$ cat src/rtl/mod_pkg.sv
// Shared constants for the 2PSK/2ASK/2FSK modulator chain and default
// PN-generator settings for each supported LFSR degree.
package mod_pkg;

  localparam int CODE_W     = 1;
  localparam int DDS_DATA_W = 10;
  localparam int DIV_W      = 16;

  localparam int             LEN_4   = 4;
  localparam logic [3:0]     TAPS_4  = 4'b1100;              // x^4+x^3+1
  localparam logic [3:0]     SEED_4  = 4'b0001;
  localparam int             LEN_7   = 7;
  localparam logic [6:0]     TAPS_7  = 7'b1100000;           // x^7+x^6+1
  localparam logic [6:0]     SEED_7  = 7'b0000001;
  localparam int             LEN_9   = 9;
  localparam logic [8:0]     TAPS_9  = 9'b100010000;         // x^9+x^5+1
  localparam logic [8:0]     SEED_9  = 9'b000000001;
  localparam int             LEN_15  = 15;
  localparam logic [14:0]    TAPS_15 = 15'h6000;             // x^15+x^14+1
  localparam logic [14:0]    SEED_15 = 15'h0001;

  typedef enum logic [1:0] {DEG_4, DEG_7, DEG_9, DEG_15} lfsr_deg_e;

  typedef struct packed {
    logic [4:0]  len;
    logic [14:0] taps;
    logic [14:0] seed;
  } lfsr_cfg_t;

  function automatic lfsr_cfg_t lfsr_cfg(lfsr_deg_e deg);
    lfsr_cfg_t c;
    case (deg)
      DEG_4:   c = '{len: 5'd4,  taps: 15'(TAPS_4), seed: 15'(SEED_4)};
      DEG_9:   c = '{len: 5'd9,  taps: 15'(TAPS_9), seed: 15'(SEED_9)};
      DEG_15:  c = '{len: 5'd15, taps: TAPS_15,     seed: SEED_15};
      default: c = '{len: 5'd7,  taps: 15'(TAPS_7), seed: 15'(SEED_7)};
    endcase
    return c;
  endfunction

  function automatic int seq_period(int n);
    return (1 << n) - 1;
  endfunction

endpackage

$ cat src/rtl/lfsr_core.sv
// Fibonacci shift-left LFSR state with seed load and all-zero lock-up guard.
// nxt is the value the register takes on load or shift.
module lfsr_core #(
  parameter int                  LFSR_LEN = 7,
  parameter logic [LFSR_LEN-1:0] TAPS     = 7'b1100000,
  parameter logic [LFSR_LEN-1:0] SEED     = 7'b0000001
) (
  input  logic                clk,
  input  logic                rst,
  input  logic                shift,
  input  logic                load,
  input  logic [LFSR_LEN-1:0] seed_in,
  output logic [LFSR_LEN-1:0] nxt,
  output logic                zero_err
);

  logic [LFSR_LEN-1:0] lfsr;
  logic                fb;

  // Load beats shift; a zero seed or a zero state both fall back to SEED.
  always_comb begin
    fb       = ^(lfsr & TAPS);
    nxt      = {lfsr[LFSR_LEN-2:0], fb};
    zero_err = 1'b0;
    if (load) begin
      if (seed_in == '0) begin
        nxt      = SEED;
        zero_err = 1'b1;
      end else begin
        nxt = seed_in;
      end
    end else if (lfsr == '0) begin
      nxt      = SEED;
      zero_err = 1'b1;
    end
  end

  always_ff @(posedge clk) begin
    if (rst)                lfsr <= SEED;
    else if (load || shift) lfsr <= nxt;
  end

endmodule

$ cat src/rtl/m_seq_code_gen.sv
// Serial m-sequence PN code source with programmable bit period and
// bit / frame strobes for the downstream modulator select stage.
module m_seq_code_gen #(
  parameter int                  LFSR_LEN = mod_pkg::LEN_7,
  parameter logic [LFSR_LEN-1:0] TAPS     = mod_pkg::TAPS_7,
  parameter logic [LFSR_LEN-1:0] SEED     = mod_pkg::SEED_7,
  parameter int                  DIV_W    = mod_pkg::DIV_W
) (
  input  logic                clk,
  input  logic                rst,
  input  logic                en,
  input  logic [DIV_W-1:0]    bit_div,
  input  logic                seed_load,
  input  logic [LFSR_LEN-1:0] seed_in,
  output logic                m_ser_code_out,
  output logic                bit_strobe,
  output logic                frame_start,
  output logic                seed_err
);
  import mod_pkg::*;

  localparam logic [LFSR_LEN-1:0] BIT_LAST = LFSR_LEN'(seq_period(LFSR_LEN) - 1);

  logic [DIV_W-1:0]    div_cnt, div_lat;
  logic [LFSR_LEN-1:0] bit_cnt, nxt;
  logic                zero_err, shift;

  // div_lat is only refreshed at a bit boundary so a bit_div change never truncates a bit.
  assign shift = en && !seed_load && (div_cnt == div_lat);

  lfsr_core #(
    .LFSR_LEN (LFSR_LEN),
    .TAPS     (TAPS),
    .SEED     (SEED)
  ) u_lfsr (
    .clk      (clk),
    .rst      (rst),
    .shift    (shift),
    .load     (seed_load),
    .seed_in  (seed_in),
    .nxt      (nxt),
    .zero_err (zero_err)
  );

  always_ff @(posedge clk) begin
    if (rst) begin
      div_cnt        <= '0;
      bit_cnt        <= '0;
      div_lat        <= bit_div;
      m_ser_code_out <= SEED[LFSR_LEN-1];
      bit_strobe     <= 1'b0;
      frame_start    <= 1'b0;
      seed_err       <= 1'b0;
    end else if (seed_load) begin
      div_cnt        <= '0;
      bit_cnt        <= '0;
      div_lat        <= bit_div;
      m_ser_code_out <= nxt[LFSR_LEN-1];
      bit_strobe     <= 1'b1;
      frame_start    <= 1'b1;
      seed_err       <= zero_err;
    end else if (shift) begin
      div_cnt        <= '0;
      div_lat        <= bit_div;
      bit_cnt        <= (bit_cnt == BIT_LAST) ? '0 : bit_cnt + LFSR_LEN'(1);
      m_ser_code_out <= nxt[LFSR_LEN-1];
      bit_strobe     <= 1'b1;
      frame_start    <= (bit_cnt == BIT_LAST);
      seed_err       <= zero_err;
    end else begin
      if (en) div_cnt <= div_cnt + DIV_W'(1);
      bit_strobe  <= 1'b0;
      frame_start <= 1'b0;
      seed_err    <= 1'b0;
    end
  end

endmodule
$ cat config.mk
export PLATFORM = sky130hd
export DESIGN_NAME = m_seq_code_gen
export DESIGN_NICKNAME = d
export VERILOG_FILES = /design/src/rtl/mod_pkg.sv /design/src/rtl/lfsr_core.sv /design/src/rtl/m_seq_code_gen.sv
export SDC_FILE = /design/constraint.sdc
export NUM_CORES = 1
export LEC_CHECK = 0
export BUFFER_PORTS_ARGS = -buffer_cell sky130_fd_sc_hd__buf_2
export CORE_UTILIZATION = 45
export CTS_CLUSTER_DIAMETER = 40
export DETAILED_ROUTE_END_ITERATION = 10
export GPL_TIMING_DRIVEN = 0
export PLACE_DENSITY = 0.65
export REMOVE_ABC_BUFFERS = 1
export SYNTH_ARGS = -nofsm -noshare
export SYNTH_HDL_FRONTEND = slang
export SYNTH_HIERARCHICAL = 1
export SYNTH_SLANG_ARGS = --single-unit
$ cat constraint.sdc
create_clock -name clk -period 3.93 [get_ports clk]
set_input_delay 0.1965 -clock clk [delete_from_list [all_inputs] [get_ports clk]]
set_output_delay 0.1965 -clock clk [all_outputs]
set_load 0.01 [all_outputs]
Word level (Yosys, flattened, before mapping). Index checks and enable logic that the tools add are counted. W data, S select, Z words.

Reduce and logical (&&, ||, !) cells: 11. Eq/ne operators: 2. Add/subtract/negate cells: 2. Multiplexer cells: 18.

Operator list (number): $mux W16 (3); $mux W7 (4); $add A16 B1 Y16 const B (1); $eq A16 B16 Y1 (1); $logic_not A7 Y1 (2); $mux W1 (11); $add A7 B1 Y7 const B (1); $eq A7 B7 Y1 const B (1); $reduce_xor A7 Y1 (1); $reduce_bool A3 Y1 (1); $reduce_or A3 Y1 (1); $logic_and A1 B1 Y1 (2); $reduce_bool A2 Y1 (1); $reduce_or A2 Y1 (1); $logic_not A1 Y1 (1); $logic_or A1 B1 Y1 (1).

Flip-flop bits (word level): 50. Output and inout bits: 4. Word-level logic and storage cells: 41. Bits of input ports: 27.

Depth between registers and ports, before layout.
Depth after elaboration: 6. Mapped depth: 10. Depth with buffers taken out: 8.

Hierarchy. The synthesis kept the hierarchy.

By module, submodules not included: m_seq_code_gen (instances 1, cells an instance 185, area an instance 1966.9 sq um); lfsr_core (instances 1, cells an instance 44, area an instance 447.9 sq um).

Worst setup path before layout. Ideal clock, no wire load.

Path kind: register to register. Start: reg div_lat[14]. End: reg u_lfsr.lfsr[0]. Arrival time: 2.033 ns. Path buffers: 2. Period minus slack after synthesis: 2.112 ns. Setup slack: 1.818 ns. Stages on the path, launching flop included: 11. Library setup time: 0.079 ns. Required time: 3.851 ns. Cells stage by stage: edfxtp_1 xor2_1 nor4_2 nand4_2 buf_2 nor3_1 or2_1 buf_4 nor2_2 or2_1 o221ai_2.

Cells in the longest elaborated chain, start to end: 3.

Ends and longest elaborated chain: start, declared (RTL line m_seq_code_gen.sv:24) `logic [DIV_W-1:0] div_cnt, div_lat;`; start signal, assigned (RTL line m_seq_code_gen.sv:49) `div_lat <= bit_div;`; start signal, assigned (RTL line m_seq_code_gen.sv:57) `div_lat <= bit_div;`; start signal, assigned (RTL line m_seq_code_gen.sv:64) `div_lat <= bit_div;`; $eq A16 B16 Y1 (RTL line m_seq_code_gen.sv:29) `assign shift = en && !seed_load && (div_cnt == div_lat);`; $logic_and A1 B1 Y1 (RTL line m_seq_code_gen.sv:29); via shift (RTL line m_seq_code_gen.sv:26) `logic zero_err, shift;`; $logic_or A1 B1 Y1 (RTL line lfsr_core.sv:40) `else if (load || shift) lfsr <= nxt;`; end signal, assigned (RTL line lfsr_core.sv:40); end, declared (RTL line lfsr_core.sv:17) `logic [LFSR_LEN-1:0] lfsr;`.

The timed path passes the listed nets, and every way through them passes these cells. A chain may end at the register's enable or synchronous reset.

Final worst setup path.
Start: reg div_cnt[10]. End: reg div_lat[1], enable pin.

Cells in the longest elaborated chain, start to end: 3.

Ends and longest elaborated chain: start, declared (RTL line m_seq_code_gen.sv:24); start signal, assigned (RTL line m_seq_code_gen.sv:71) `if (en) div_cnt <= div_cnt + DIV_W'(1);`; $eq A16 B16 Y1 (RTL line m_seq_code_gen.sv:29); $logic_and A1 B1 Y1 (RTL line m_seq_code_gen.sv:29); $reduce_bool A3 Y1 (no line).

No other way between the ends.

==> flow_metrics.tcl <==
set metrics [dict create \
    grt_usage_pct 17.1 \
    die_area_mm2 0.00563 \
    fin_area_mm2 0.00270 \
    cp_max_fo 32 \
    clock.fmax_mhz 350 \
    diodes 0 \
    antenna_found_initial 0 \
    totalWireLength_mm 4.17 \
    cts_tree "built" \
    path_buf_inv 0 \
    post_cts_resized 0 \
    cp-start-kind "flop" \
    rows 26 \
    rr_endpoint "div_lat[1]" \
    setup_viol 0 \
    first_pass_iters 4 \
    crit_chain "xor2_1 > nor4_1 > nand3b_1 > o21ai_4" \
    final_cell_mix "dfxtp_1 (34), buf_2 (30), nor2_1 (29)" \
    switching_share_pct 21.9 \
    initial_core_util_pct 47.0 \
    p_sw_w 0.000218 \
    critPathRequiredTime_ns 3.86 \
    finalSetupTns_ns 0 \
    hold_buffers 0 \
    antenna_left 0 \
    fin_skew_ns 0.0116 \
    crit_path_max_incr_delay_ns 0.88 \
    status "complete, no violations" \
    drive_above_1_share_pct 21.0 \
    p_leak_nw 1.04 \
    drv_cap 0 \
    clockBufferDepth 2 \
    hold_viol 0 \
    power_frac_comb_pct 7.7 \
    clk_latency_ns 0.30 \
    wl_per_cell_um 12.7 \
    path_clk_slew_ns 0.09 \
    cts-htree-levels 2 \
    synth_cells 227 \
    worstSetupEndpointType "flop" \
    core_mm2 0.00511 \
    syn_to_final_growth_pct 12.4 \
    yosysWarnings 6 \
    ioPinCount 31 \
    grt_start_max_net_pins 33 \
    vdd_drop_max_mv 0.206 \
    die_h_um 75.0 \
    seqPwrFrac_pct 57.3 \
    cts_buffers 5 \
    cts_root_buf "clkbuf_8" \
    hp-start "bit_div[13]" \
    die_width_um 75.0 \
    hold_depth 1 \
    critPathSlowestCell "o21ai_4" \
    synth_area_mm2 0.00240 \
    tightest_slew_ns 0.884 \
    drc 0 \
    grt_pass1_vias 1581 \
    relSlewSlack_pct 40.9 \
    path_class "reg -> reg" \
    post-route-period-util_pct 72.8 \
    reg2reg_depth 4 \
    placed_cell_area_mm2 0.00259 \
    hpwl_mm 2.89 \
    r2r_slack_ns 1.07 \
    power_density_mw_per_mm2 368 \
    avgSynthCellArea_um2 10.6 \
    crit_arrival_ns 2.79 \
    portBuffers 30 \
    vias_per_cell 5.20 \
    hold_class "in -> reg" \
    p_clk_share_pct 35.1 \
    clkSinkCount 50 \
    hold_end "div_lat[13]" \
    via_count 1700 \
    cts_setup_buffers 0 \
    drt_iter0_markers 64 \
    timing.critical_path.max_delay_family "simple AND/OR/NAND/NOR gates" \
    nets 286 \
    routabilityCongestion 0.751 \
    r2r-start "div_cnt[10]" \
    internal_power_w 0.000776 \
    grt_pass1_wl_mm 7.20 \
    rsz0062_at_grt "no" \
    period_needed_ns 2.86 \
    slew_viol_final 0 \
    final_common_cell "dfxtp_1" \
    overflow 0 \
]
worst max-delay path by stage:
| stage | cells past startpoint | end | from |
|---|---|---|---|
| floorplan | 4 | div_lat[0] | div_lat[10] |
| global placement | 4 | div_lat[10] | div_lat[0] |
| detailed placement | 4 | div_lat[8] | div_lat[0] |
| CTS | 4 | div_lat[14] | div_cnt[10] |
| global route | 4 | div_lat[14] | div_cnt[10] |
| finish | 4 | div_lat[1] | div_cnt[10] |
state kept, by name, summed over array words and instances, names as in the netlist:
name,count
frame_start,1
div_lat,16
u_lfsr/lfsr,7
seed_err,1
bit_strobe,1
m_ser_code_out,1
div_cnt,16
bit_cnt,7
layout make-up:
| type | count | area, µm² |
|---|---|---|
| Fill cell | 470 | 2410 |
| Multi-Input combinational cell | 163 | 1160 |
| Sequential cell | 50 | 1160 |
| Timing Repair Buffer | 30 | 150 |
| Clock buffer | 8 | 111 |
| Tap cell | 70 | 87.6 |
| Inverter | 6 | 22.5 |
worst register-to-register path, stage by stage, from the launching register on:
cell,delay [ns]
dfxtp_1,0.36
xor2_1,0.17
nor4_1,0.51
nand3b_1,0.55
o21ai_4,0.88
metal layers:
| layer | vias to the layer above | track usage (%) | part of all wire (%) |
|---|---|---|---|
| met3 | 5 | 4.42 | 2.9 |
| met4 | 0 | 6.08 | 1.1 |
| li1 | 864 | - | - |
| met2 | 25 | 27.7 | 49 |
| met5 | - | 0 | 0 |
| met1 | 806 | 22.2 | 47 |
through the flow:
step	hold WS (ns)	setup WS (ns)	cells	utilization, %	total power (W)
2_1_floorplan	0.266	1.76	219	-	0.000626
3_3_place_gp	0.373	1.13	319	50.6	0.000657
3_5_place_dp	0.375	1.09	319	50.6	0.000659
4_1_cts	0.0537	1.08	327	52.8	0.00101
5_1_grt	0.0461	0.797	327	52.8	0.00103
6_report	0.0645	1.07	327	52.8	0.000994
power by group through the flow:
stage / sequential (W) / clock, W / combinational [W]
finish: 0.000569 / 0.000348 / 0.0000761
detailed placement: 0.000582 / 0 / 0.0000768
CTS: 0.000570 / 0.000360 / 0.0000772
floorplan: 0.000579 / 0 / 0.0000464
global placement: 0.000581 / 0 / 0.0000757
global route: 0.000572 / 0.000377 / 0.0000844
(Power assumes the default switching activity.)
